<file path="src/rtl/spi_pkg.sv">
// Shared types and default timing for the SPI initiator slice.
package spi_pkg;

    typedef enum logic [2:0] {
        IDLE  = 3'd0,
        SETUP = 3'd1,
        XFER  = 3'd2,
        HOLD  = 3'd3,
        GAP   = 3'd4
    } spi_state_t;

    localparam int SPI_WIDTH    = 16;
    localparam int SPI_CLK_DIV  = 4;
    localparam int SPI_CS_SETUP = 4;
    localparam int SPI_CS_HOLD  = 2;
    localparam int SPI_CS_IDLE  = 4;

    // Largest of three phase lengths; sizes the shared phase counter.
    function automatic int spi_max3(input int a, input int b, input int c);
        int m;
        m = a;
        if (b > m) m = b;
        if (c > m) m = c;
        return m;
    endfunction

endpackage

</file>
<file path="src/rtl/spi_master_unit_if.sv">
// Host-side handshake plus SPI pin bundle for spi_master_unit.
// master modport = the initiator itself; slave modport = host/pin side.
interface spi_master_unit_if import spi_pkg::*; #(
    parameter int WIDTH = SPI_WIDTH
) ();
    logic             start;
    logic [WIDTH-1:0] data_to_mosi;
    logic             busy;
    logic             done;
    logic [WIDTH-1:0] data_from_miso;
    logic             CLK;
    logic             CS;
    logic             MOSI;
    logic             MISO;

    modport master (
        input  start, data_to_mosi, MISO,
        output busy, done, data_from_miso, CLK, CS, MOSI
    );

    modport slave (
        output start, data_to_mosi, MISO,
        input  busy, done, data_from_miso, CLK, CS, MOSI
    );
endinterface

</file>
<file path="src/rtl/spi_clk_gen.sv">
// SPI clock divider: while enabled, toggles the CLK level every CLK_DIV
// SYS_CLK cycles and flags the edge about to happen with a one-cycle tick.
// Disabled, it parks CLK low with the divider cleared.
module spi_clk_gen #(
    parameter int CLK_DIV = 4
) (
    input  logic SYS_CLK,
    input  logic all_clear,
    input  logic i_en,
    output logic o_clk,
    output logic o_rise_tick,
    output logic o_fall_tick
);
    localparam int DIV_W = $clog2(CLK_DIV);

    logic [DIV_W-1:0] r_div;
    logic             r_clk;
    logic             w_wrap;

    // Decode the end of a half-period and which edge it produces.
    always_comb begin
        w_wrap      = i_en && (r_div == DIV_W'(CLK_DIV - 1));
        o_rise_tick = w_wrap && !r_clk;
        o_fall_tick = w_wrap && r_clk;
    end

    // Divider counter and CLK level register.
    always_ff @(posedge SYS_CLK) begin
        if (all_clear) begin
            r_div <= '0;
            r_clk <= 1'b0;
        end else if (!i_en) begin
            r_div <= '0;
            r_clk <= 1'b0;
        end else if (w_wrap) begin
            r_div <= '0;
            r_clk <= ~r_clk;
        end else begin
            r_div <= r_div + DIV_W'(1);
        end
    end

    assign o_clk = r_clk;

endmodule

</file>
<file path="src/rtl/spi_master_unit.sv">
// SPI initiator: one MSB-first frame per accepted start, CLK idles low,
// MOSI changes on CLK fall, MISO sampled on CLK rise.
// Optional feature macro: SPI_MASTER_LOOPBACK_EN adds a 'loopback' input
// that feeds the internal MOSI into the receive shifter instead of MISO.
module spi_master_unit import spi_pkg::*; #(
    parameter int WIDTH    = SPI_WIDTH,
    parameter int CLK_DIV  = SPI_CLK_DIV,
    parameter int CS_SETUP = SPI_CS_SETUP,
    parameter int CS_HOLD  = SPI_CS_HOLD,
    parameter int CS_IDLE  = SPI_CS_IDLE
) (
    input  logic SYS_CLK,
    input  logic all_clear,
`ifdef SPI_MASTER_LOOPBACK_EN
    input  logic loopback,
`endif
    spi_master_unit_if.master bus
);
    localparam int PH_W  = $clog2(spi_max3(CS_SETUP, CS_HOLD, CS_IDLE) + 1);
    localparam int BIT_W = $clog2(WIDTH);

    spi_state_t       r_state;
    spi_state_t       w_next_state;
    logic [PH_W-1:0]  r_phase;
    logic [BIT_W-1:0] r_bit_cnt;
    logic [WIDTH-1:0] r_tx_sr;
    logic [WIDTH-1:0] r_rx_sr;
    logic [WIDTH-1:0] r_rx_out;
    logic             r_cs;
    logic             r_mosi;
    logic             r_busy;
    logic             r_done;
    logic             w_clk_en;
    logic             w_clk;
    logic             w_rise_tick;
    logic             w_fall_tick;
    logic             w_sample;

    assign w_clk_en = (r_state == XFER);

    spi_clk_gen #(.CLK_DIV(CLK_DIV)) u_clk_gen (
        .SYS_CLK     (SYS_CLK),
        .all_clear   (all_clear),
        .i_en        (w_clk_en),
        .o_clk       (w_clk),
        .o_rise_tick (w_rise_tick),
        .o_fall_tick (w_fall_tick)
    );

    // Select the bit that enters the receive shifter on each CLK rise.
    always_comb begin
`ifdef SPI_MASTER_LOOPBACK_EN
        if (loopback) begin
            w_sample = r_mosi;
        end else begin
            w_sample = bus.MISO;
        end
`else
        w_sample = bus.MISO;
`endif
    end

    // Next-state logic: timed phases end on the phase counter, XFER on the last fall.
    always_comb begin
        w_next_state = r_state;
        case (r_state)
            IDLE: begin
                if (bus.start) w_next_state = SETUP;
                else           w_next_state = IDLE;
            end
            SETUP: begin
                if (r_phase == PH_W'(CS_SETUP - 1)) w_next_state = XFER;
                else                                w_next_state = SETUP;
            end
            XFER: begin
                if (w_fall_tick && (r_bit_cnt == BIT_W'(WIDTH - 1))) w_next_state = HOLD;
                else                                                 w_next_state = XFER;
            end
            HOLD: begin
                if (r_phase == PH_W'(CS_HOLD - 1)) w_next_state = GAP;
                else                               w_next_state = HOLD;
            end
            GAP: begin
                if (r_phase == PH_W'(CS_IDLE - 1)) w_next_state = IDLE;
                else                               w_next_state = GAP;
            end
            default: w_next_state = IDLE;
        endcase
    end

    // State register.
    always_ff @(posedge SYS_CLK) begin
        if (all_clear) r_state <= IDLE;
        else           r_state <= w_next_state;
    end

    // Phase counter for SETUP/HOLD/GAP; restarts on every state change.
    always_ff @(posedge SYS_CLK) begin
        if (all_clear || (w_next_state != r_state)) begin
            r_phase <= '0;
        end else if ((r_state == SETUP) || (r_state == HOLD) || (r_state == GAP)) begin
            r_phase <= r_phase + PH_W'(1);
        end else begin
            r_phase <= '0;
        end
    end

    // Datapath: shift registers, bit counter and registered pin/handshake outputs.
    always_ff @(posedge SYS_CLK) begin
        if (all_clear) begin
            r_tx_sr   <= '0;
            r_rx_sr   <= '0;
            r_rx_out  <= '0;
            r_bit_cnt <= '0;
            r_cs      <= 1'b1;
            r_mosi    <= 1'b0;
            r_busy    <= 1'b0;
            r_done    <= 1'b0;
        end else begin
            r_done <= 1'b0;
            case (r_state)
                IDLE: begin
                    if (bus.start) begin
                        r_tx_sr   <= bus.data_to_mosi;
                        r_rx_sr   <= '0;
                        r_bit_cnt <= '0;
                        r_cs      <= 1'b0;
                        r_mosi    <= bus.data_to_mosi[WIDTH-1];
                        r_busy    <= 1'b1;
                    end
                end
                XFER: begin
                    if (w_rise_tick) begin
                        r_rx_sr <= {r_rx_sr[WIDTH-2:0], w_sample};
                    end
                    if (w_fall_tick) begin
                        r_tx_sr <= r_tx_sr << 1;
                        r_mosi  <= r_tx_sr[WIDTH-2];
                        if (r_bit_cnt != BIT_W'(WIDTH - 1)) begin
                            r_bit_cnt <= r_bit_cnt + BIT_W'(1);
                        end
                    end
                end
                HOLD: begin
                    if (w_next_state == GAP) begin
                        r_cs     <= 1'b1;
                        r_mosi   <= 1'b0;
                        r_done   <= 1'b1;
                        r_rx_out <= r_rx_sr;
                    end
                end
                GAP: begin
                    if (w_next_state == IDLE) begin
                        r_busy <= 1'b0;
                    end
                end
                default: begin
                    r_cs <= r_cs;
                end
            endcase
        end
    end

    assign bus.CS             = r_cs;
    assign bus.CLK            = w_clk;
    assign bus.MOSI           = r_mosi;
    assign bus.busy           = r_busy;
    assign bus.done           = r_done;
    assign bus.data_from_miso = r_rx_out;

endmodule
</file>
<file path="src/flat_wrapper.sv">
// flat-port wrapper written by rule: the top's interface ports become plain ports
module spi_master_unit_flat import spi_pkg::*;
#(
    parameter int WIDTH    = SPI_WIDTH,
    parameter int CLK_DIV  = SPI_CLK_DIV,
    parameter int CS_SETUP = SPI_CS_SETUP,
    parameter int CS_HOLD  = SPI_CS_HOLD,
    parameter int CS_IDLE  = SPI_CS_IDLE
)
  (SYS_CLK, all_clear, bus_start, bus_data_to_mosi, bus_MISO, bus_busy, bus_done, bus_data_from_miso, bus_CLK, bus_CS, bus_MOSI);
  spi_master_unit_if #(.WIDTH(WIDTH)) bus_i ();
  input  logic SYS_CLK;
  input  logic all_clear;
  input wire logic [$bits(bus_i.start)-1:0] bus_start;
  input wire logic [$bits(bus_i.data_to_mosi)-1:0] bus_data_to_mosi;
  input wire logic [$bits(bus_i.MISO)-1:0] bus_MISO;
  output wire logic [$bits(bus_i.busy)-1:0] bus_busy;
  output wire logic [$bits(bus_i.done)-1:0] bus_done;
  output wire logic [$bits(bus_i.data_from_miso)-1:0] bus_data_from_miso;
  output wire logic [$bits(bus_i.CLK)-1:0] bus_CLK;
  output wire logic [$bits(bus_i.CS)-1:0] bus_CS;
  output wire logic [$bits(bus_i.MOSI)-1:0] bus_MOSI;
  assign bus_i.start = bus_start;
  assign bus_i.data_to_mosi = bus_data_to_mosi;
  assign bus_i.MISO = bus_MISO;
  assign bus_busy = bus_i.busy;
  assign bus_done = bus_i.done;
  assign bus_data_from_miso = bus_i.data_from_miso;
  assign bus_CLK = bus_i.CLK;
  assign bus_CS = bus_i.CS;
  assign bus_MOSI = bus_i.MOSI;
  spi_master_unit #(.WIDTH(WIDTH), .CLK_DIV(CLK_DIV), .CS_SETUP(CS_SETUP), .CS_HOLD(CS_HOLD), .CS_IDLE(CS_IDLE)) u_core (.SYS_CLK(SYS_CLK), .all_clear(all_clear), .bus(bus_i));
endmodule
</file>
<file path="config.mk">
export PLATFORM = sky130hd
export DESIGN_NAME = spi_master_unit_flat
export DESIGN_NICKNAME = d
export VERILOG_FILES = /design/src/rtl/spi_pkg.sv /design/src/rtl/spi_master_unit_if.sv /design/src/rtl/spi_clk_gen.sv /design/src/rtl/spi_master_unit.sv /design/src/flat_wrapper.sv
export SDC_FILE = /design/constraint.sdc
export NUM_CORES = 1
export LEC_CHECK = 0
export ABC_AREA = 1
export CAP_MARGIN = 40
export CORE_MARGIN = 5
export CORE_UTILIZATION = 56
export DETAILED_ROUTE_END_ITERATION = 12
export DONT_BUFFER_PORTS = 1
export PLACE_DENSITY_LB_ADDON = 0.1
export SLEW_MARGIN = 10
export SYNTH_ARGS = -nofsm -noshare
export SYNTH_HDL_FRONTEND = slang
export SYNTH_SLANG_ARGS = --single-unit
</file>
<file path="constraint.sdc">
create_clock -name SYS_CLK -period 1.75 [get_ports SYS_CLK]
set_input_delay 0.2625 -clock SYS_CLK [delete_from_list [all_inputs] [get_ports SYS_CLK]]
set_output_delay 0.2625 -clock SYS_CLK [all_outputs]
set_load 0.005 [all_outputs]
</file>
After elaboration in Yosys (flattened, before gate mapping)
Index checks and enable logic that the tools add are counted.

Register bits after elaboration: 64. Bits in latches: 0. RAM bits: 0. Memory bits (read-only): 0. Bits of input ports: 20. Word-level logic and storage cells: 88. Memories: 0.

Add/sub/neg operators: 3. Multipliers: 0. Div/mod/pow operators: 0. $lt $le $gt $ge: 0. Equality and inequality tests: 17. Shift operators: 0. Muxes and demuxes: 27. Bitwise operators: 4. Reduce and logical (&&, ||, !) cells: 25.

Operator list (count): 16-bit two-way mux (2); 16-bit case mux with 2 select lines (1); 15-bit two-way mux (2); 15-bit case mux with 2 select lines (1); 3-bit case mux with 5 select lines (1); 4-bit two-way mux (3); 3-bit AND reduction (4); 1-bit two-way mux (10); 3-bit by 2-bit == test with 1-bit output (second input constant) (3); 4-bit case mux with 2 select lines (1); 4-bit AND reduction (2); 3-bit by 1-bit == test with 1-bit output (second input constant) (2); 3-bit == test (second input constant) (2); 3-bit logical NOT (2); 3-bit two-way mux (2); 2-bit by 1-bit != test with 1-bit output (second input constant) (3); 2-bit != test (second input constant) (3); 2-bit nonzero test (3); 2-bit OR reduction (3); 4-bit by 1-bit adder with 4-bit output (second input constant) (1); 4-bit == test (second input constant) (1); 1-bit logical AND (4); 4-bit != test (second input constant) (1); 1-bit NOT (4); 12 further kinds (15).

Depth between registers and ports, before layout
Gate-level depths: netlist (run 1).

Depth after elaboration: 9. Mapped depth: 11.

Modules after synthesis
Synthesis (run 1) repeated with hierarchy kept, for this count alone.

Cell total of the unflattened synthesis: 344. Area, all modules: 2610.0 µm².

Modules (own cells, without submodules): spi_master_unit (times used 1, cells each 326, area each 2482.4 µm², sequential area each 1221.2 µm²); spi_clk_gen (times used 1, cells each 18, area each 127.6 µm², sequential area each 60.1 µm²).

Least setup slack after synthesis (run 1)
OpenSTA, ideal clock, no wires.

Kind: register to register. Start: register u_core.r_state[0]. End: register u_core.r_tx_sr[10]. Library setup time: 0.113 ns. Data arrival time: 1.188 ns. Data required time: 1.637 ns. Path slack: 0.449 ns. Cell stages (with the launch flop): 10. Path buffers: 1. Period minus slack after synthesis: 1.301 ns. Path through: dfxtp_1 nor2_4 nand2_2 nor2_4 nand2_2 nand2_4 inv_4 buf_4 nor2_1 nor2_1.

Longest elaborated chain between the ends: 5. Elaborated cells between the ends (all ways): 9.

Ends and longest elaborated chain: start, declared (line spi_master_unit.sv:22) `spi_state_t r_state;`; start signal, assigned (line spi_master_unit.sv:94) `else r_state <= w_next_state;`; 3-bit by 2-bit == test with 1-bit output (line spi_master_unit.sv:39, spi_master_unit.sv:121); 1-bit logical AND (line spi_clk_gen.sv:22) `w_wrap = i_en && (r_div == DIV_W'(CLK_DIV - 1));`; 1-bit logical AND (line spi_clk_gen.sv:24) `o_fall_tick = w_wrap && r_clk;`; 2-bit by 1-bit != test with 1-bit output (no source line); 3-bit AND reduction (no source line); end signal, assigned (line spi_master_unit.sv:124) `r_tx_sr <= bus.data_to_mosi;`; end signal, assigned (line spi_master_unit.sv:137) `r_tx_sr <= r_tx_sr << 1;`; end, declared (line spi_master_unit.sv:26) `logic [WIDTH-1:0] r_tx_sr;`.

Parallel ways exist; a longest one is shown, timed or not. A chain may end at the register's enable or synchronous reset.

Final worst setup path (run 1)
Start: register u_core.r_state[0]. End: register u_core.r_bit_cnt[2].

Longest elaborated chain between the ends: 5. Elaborated cells between the ends (all ways): 10.

Ends and longest elaborated chain: 3-bit by 2-bit == test with 1-bit output (line spi_master_unit.sv:39, spi_master_unit.sv:121); 1-bit logical AND (line spi_clk_gen.sv:22); 1-bit logical AND (line spi_clk_gen.sv:24); 2-bit by 1-bit != test with 1-bit output (no source line); 4-bit AND reduction (no source line); end signal, assigned (line spi_master_unit.sv:140) `r_bit_cnt <= r_bit_cnt + BIT_W'(1);`; end, declared (line spi_master_unit.sv:25) `logic [BIT_W-1:0] r_bit_cnt;`.

Parallel ways exist; a longest one is shown, timed or not.

==> flow_summary.json, run 1 <==
{
  "place_ws_ps": 133,
  "final_area_um2": 3000,
  "synthAdderAreaFrac": 0.0229,
  "placed_cell_area_um2": 2770,
  "stdcell_count": 451,
  "cts_tree": "yes",
  "ys_types": 25,
  "antenna_found_initial": 0,
  "dp.cells": 434,
  "nFillCells": 451,
  "finalPower_mw": 3.14,
  "yosysSeqAreaShare": 0.468,
  "die_width_um": 79.9,
  "drv_slew": 0,
  "synth_top_family_by_area": "simple AND/OR/NAND/NOR gates",
  "final-seq-area_um2": 1280,
  "grt_first_pass_wirelength_mm": 9.67,
  "finalCritPeriodShare": 0.912,
  "arrival_ps": 1860,
  "viasPerCell": 5.15,
  "multiInputGateArea_um2": 1270,
  "n_antenna_cell": 0,
  "synth_compound_area_frac": 0.146,
  "grt_overflow": 0,
  "worstSetupEndpointType": "flop",
  "period_needed_ps": 1600,
  "p_sw_mw": 0.742,
  "vias": 2324,
  "setup_tns_ps": 0,
  "muxShareOfSynthArea": 0,
  "seqPwrFrac": 0.498,
  "path_clk_slew_ps": 70,
  "setup_viol": 0,
  "ys_ff_latch": 64,
  "max_freq_ghz": 0.627,
  "power_switching_share": 0.236,
  "gp_congestion": 0.834,
  "hpwl_mm": 3.69,
  "drc": 0,
  "htreeDepth": 3,
  "grt_pass1_vias": 2205,
  "cts_root_buf": "clkbuf_8",
  "power_density_nw_per_um2": 1050,
  "p_leak_nw": 1.28,
  "clk_latency_ps": 340,
  "hold_path.class": "in2reg",
  "coreArea_um2": 4720,
  "final_util": 0.634,
  "critPathLaunchType": "flop",
  "rsz0062_at_grt": "false",
  "path_max_fanout": 15,
  "ir_worst_vdd_mv": 0.788,
  "worst_slew_pin_slew_ps": 395,
  "syn-num-nets": 405,
  "power.clock.fraction": 0.432,
  "initial_core_util": 0.579,
  "combPwrFrac": 0.069,
  "cts_buffers": 9,
  "synth_area_um2": 2740,
  "post_drt_wl_per_cell_um": 12.2,
  "cts.sinks": 64,
  "dieArea_um2": 6380,
  "rows": 25,
  "grt.total_usage": 0.195,
  "clk_path_buf_depth": 2,
  "max_slew_margin": 0.736,
  "cp.required_ps": 2020,
  "path_class": "reg2reg",
  "status": "finished, final reports clean",
  "syn_area_per_cell_um2": 7.20,
  "netlist_instances": 380,
  "pin_count": 41,
  "nNetsFinal": 404,
  "p_int_mw": 2.40,
  "dieHeight_um": 79.9,
  "holdWs_ps": 70.1,
  "grt_start_max_net_pins": 39,
  "clock_skew_ps": 9.95,
  "worst_slack_ps": 154,
  "dr.pass1.iters": 4,
  "synth-simple-area-share": 0.291,
  "syn_to_final_growth_pct": 9.52,
  "drt_iter0_drc": 90,
  "hold_viol": 0,
  "yosys.area_share.xor_xnor": 0.00320,
  "drtAntennaViolNets": 0,
  "wirelength_mm": 5.52,
  "yosys_warnings": 0,
  "drive_above_1_share": 0.0964,
  "drv_cap": 0,
  "io_buffer_count": 0
}
-- flip-flops by register name, summed over array words and instances (netlist names), 2 cells and up --
| signal | cells |
|---|---|
| u_core.bus.data_from_miso | 16 |
| u_core.r_bit_cnt | 4 |
| u_core.r_phase | 3 |
| u_core.r_rx_sr | 16 |
| u_core.r_state | 3 |
| u_core.r_tx_sr | 15 |
| u_core.u_clk_gen.r_div | 2 |
-- final timing paths --
path	startpoint	to	slack [ps]	cells past startpoint
worst max register to register	u_core.r_state[0]$_SDFF_PP0_	u_core.r_bit_cnt[2]$_SDFFE_PP0P_	150	7
worst min register to register	u_core.u_clk_gen.r_div[0]$_SDFF_PP0_	u_core.u_clk_gen.r_div[0]$_SDFF_PP0_	420	1
worst min-delay path	bus_MISO	u_core.r_rx_sr[0]$_SDFFE_PP0P_	70	2
worst max-delay path	u_core.r_state[0]$_SDFF_PP0_	u_core.r_bit_cnt[2]$_SDFFE_PP0P_	150	7
-- what timing repair did --
item,4_1_cts,5_1_grt
gates resized for setup,0,2
hold buffers,1,0
endpoints found under the hold margin,7,0
setup endpoints to repair,0,6
setup buffers,0,0
-- power by group through the flow --
stage                     logic (mW)  clock network [mW]  registers [mW]
after floorplan                0.187                   0            1.59
after global placement         0.207                   0            1.60
after detailed placement       0.212                   0            1.60
after CTS                      0.217                1.39            1.56
after global routing           0.253                1.46            1.57
final                          0.217                1.36            1.57
-- cell families after synthesis --
group,Yosys count
compound gates,79
xor+xnor,1
fa+ha+maj,5
buf+inv,40
flops,64
simple gates,191
-- final cells by class --
class | instances | share of cell area
Clock buffer | 10 | 0.0426
Clock inverter | 6 | 0.0280
Inverter | 22 | 0.0292
Tap cell | 67 | 0.0280
Sequential cell | 64 | 0.428
Multi-Input combinational cell | 276 | 0.424
Timing Repair Buffer | 6 | 0.0201
-- worst max-delay path: stages, from the launching register on --
cell and delay [ps]:
dfxtp_1 460, nor2_4 80, nand2_2 190, buf_4 250, a21oi_1 60, nor2_1 240
nand3_1 110, a21oi_1 130
-- cells in the final DEF, fill, tap and decap left out, types with 2 or more instances in the layout --
cell | netlist | final
buf_4 | 5 | 4
nor2_4 | 2 | 2
bufinv_16 | 0 | 2
nand2_1 | 66 | 65
nor2_1 | 96 | 96
ha_1 | 5 | 5
inv_1 | 17 | 17
nand3_1 | 13 | 13
dfxtp_1 | 64 | 63
nand2_2 | 4 | 5
inv_4 | 2 | 2
o21ai_1 | 15 | 15
clkinv_2 | 0 | 3
inv_2 | 3 | 3
clkbuf_8 | 0 | 9
a21oi_1 | 25 | 25
o21ai_0 | 37 | 37
nand2_4 | 3 | 3
nand4_1 | 4 | 4
-- metal layers --
layer	vias up	track usage	part of all wire	wire length [µm]
li1	1219	-	-	-
met1	1031	0.224	0.47	2580
met3	6	0.0813	0.065	357
met5	-	0	0	0
met2	68	0.320	0.46	2530
met4	0	0.0760	0.010	55
-- cell usage after synthesis --
cell type | instances | area share
a21oi_1 | 25 | 0.046
a31oi_1 | 1 | 0.0023
and3_1 | 1 | 0.0023
buf_2 | 4 | 0.0073
buf_4 | 5 | 0.014
buf_6 | 1 | 0.0041
clkbuf_1 | 8 | 0.011
dfxtp_1 | 64 | 0.47
ha_1 | 5 | 0.023
inv_1 | 17 | 0.023
inv_2 | 3 | 0.0041
inv_4 | 2 | 0.0046
nand2_1 | 66 | 0.091
nand2_2 | 4 | 0.0091
nand2_4 | 3 | 0.012
nand3_1 | 13 | 0.024
nand4_1 | 4 | 0.0091
nor2_1 | 96 | 0.13
nor2_2 | 1 | 0.0023
nor2_4 | 2 | 0.0082
nor3_1 | 1 | 0.0018
o21ai_0 | 37 | 0.068
o21ai_1 | 15 | 0.027
o31ai_1 | 1 | 0.0027
xor2_1 | 1 | 0.0032
Note: power is estimated with default switching activity, not from simulation.
==> run 2: changes to the inputs <==
- CORE_ASPECT_RATIO: default -> 1.25
==> run 2 against run 1 <==
  * Worst hold slack worse by 4.0 ps
  * First-iteration DRC count up 91%
  * Sequential share of layout area down 0.34 points
  * Non-clock buffer count up 2
  * Via count down 0.60%
  * Core utilization up 0.37 points
  * Power up 5.9%
  * Die area up 0.14%
==> flow_summary.json, run 2 (synthesis results as in run 1) <==
{
  "cp_cell_sequence": "inv_1, ha_1, inv_1, nor2_1, nand2_1, inv_4, nor3_1, nand2_1, nor2_1",
  "dieArea_um2": 6390,
  "nNetsFinal": 406,
  "setup_tns_ps": 0,
  "arrival_ps": 1820,
  "post_drt_wl_per_cell_um": 12.8,
  "clock_skew_ps": 10.2,
  "final_util": 0.638,
  "rows": 28,
  "crit_slowest_cell": "dfxtp_1",
  "syn_to_final_growth_pct": 10.3,
  "clk_path_buf_depth": 2,
  "ir_worst_vdd_mv": 0.645,
  "hold_viol": 0,
  "vias": 2310,
  "cts_root_buf": "clkbuf_8",
  "max_slew_margin": 0.773,
  "antenna_found_initial": 0,
  "dr.pass1.iters": 5,
  "drive_above_1_share": 0.0984,
  "htreeDepth": 3,
  "wirelength_mm": 5.72,
  "coreArea_um2": 4730,
  "regToRegSetupSlack_ps": 210,
  "hpwl_mm": 3.80,
  "pin_count": 41,
  "n_antenna_cell": 0,
  "clk_latency_ps": 340,
  "initial_core_util": 0.578,
  "grt.total_usage": 0.192,
  "grt_first_pass_wirelength_mm": 9.67,
  "p_leak_nw": 1.28,
  "path_max_fanout": 18,
  "cts_buffers": 9,
  "dieHeight_um": 88.1,
  "cts_setup_buffers": 0,
  "cts.sinks": 64,
  "worst_slew_pin_slew_ps": 337,
  "crit_buf_inv": 3,
  "critPathLaunchType": "flop",
  "drc": 0,
  "hold_path.class": "in2reg",
  "gp_congestion": 0.808,
  "drtAntennaViolNets": 0,
  "max_freq_ghz": 0.647,
  "drv_slew": 0,
  "nFillCells": 440,
  "power_density_nw_per_um2": 1100,
  "drt_iter0_drc": 172,
  "finalCritPeriodShare": 0.883,
  "grt_start_max_net_pins": 27,
  "holdWs_ps": 66.1,
  "path_class": "reg2reg",
  "worstSetupEndpointType": "flop",
  "path_clk_slew_ps": 70,
  "drv_cap": 0,
  "stdcell_count": 446,
  "cp.required_ps": 2030,
  "mostFrequentLayoutCells": "nor2_1 (96), nand2_1 (66), dfxtp_1 (64), o21ai_0 (37), a21oi_1 (25)",
  "critPathTopFamily": "simple AND/OR/NAND/NOR gates",
  "max_stage_delay_ps": 330,
  "grt_pass1_vias": 2207,
  "io_buffer_count": 0,
  "rsz0062_at_grt": "false",
  "die_width_um": 72.5,
  "viasPerCell": 5.18,
  "period_needed_ps": 1540,
  "dp.cells": 429,
  "setup_viol": 0,
  "grt_overflow": 0,
  "layout_commonest_cell": "nor2_1",
  "cts_tree": "yes",
  "status": "finished, final reports clean"
}
[run 2: layer usage]
layer | vias to the layer above | GRT usage | wire, µm
met4 | 0 | 0.0889 | 44
met5 | - | 0 | 0
met2 | 52 | 0.316 | 2670
met3 | 5 | 0.0494 | 319
li1 | 1225 | - | -
met1 | 1028 | 0.236 | 2690
[run 2: power by group]
group,switching (mW),internal (mW),total [mW]
logic,0.139,0.0769,0.216
registers,0.0431,1.52,1.57
clock network,0.596,0.948,1.54
total,0.778,2.55,3.32
[run 2: path summary, 6_finish.rpt]
path	from	endpoint	cells past startpoint
min reg2reg	u_core.u_clk_gen.r_div[0]$_SDFF_PP0_	u_core.u_clk_gen.r_div[0]$_SDFF_PP0_	1
min	bus_MISO	u_core.r_rx_sr[0]$_SDFFE_PP0P_	2
max	u_core.r_phase[1]$_SDFF_PP0_	u_core.r_phase[2]$_SDFF_PP0_	9
max reg2reg	u_core.r_phase[1]$_SDFF_PP0_	u_core.r_phase[2]$_SDFF_PP0_	9
[run 2: area by class of cell]
cell class / count / area, µm² / area share
clock buffers: 9 / 124 / 0.0411
clock inverters: 7 / 119 / 0.0394
inverters: 22 / 87.6 / 0.0290
multi-input cells: 276 / 1270 / 0.420
flip-flops and latches: 64 / 1280 / 0.425
well taps: 60 / 75.1 / 0.0249
repair buffers: 8 / 62.6 / 0.0207
[run 2: through the flow]
step	total power [mW]	area (µm²)	setup WS (ps)
after CTS	3.36	3020	182
after detailed placement	1.81	2760	202
final	3.32	3020	205
after floorplan	1.77	2740	449
after global placement	1.80	2760	228
after global routing	3.46	3020	48.2
[run 2: worst register-to-register path, stage by stage, from the launching register on]
cell	delay [ps]
dfxtp_1	330
inv_1	40
ha_1	160
inv_1	60
nor2_1	40
nand2_1	200
inv_4	140
nor3_1	250
nand2_1	150
nor2_1	100
[run 2: timing repair]
action                    in CTS  in global routing
hold endpoints to repair       7                  0
hold buffers                   1                  0
gates resized for setup        0                  0
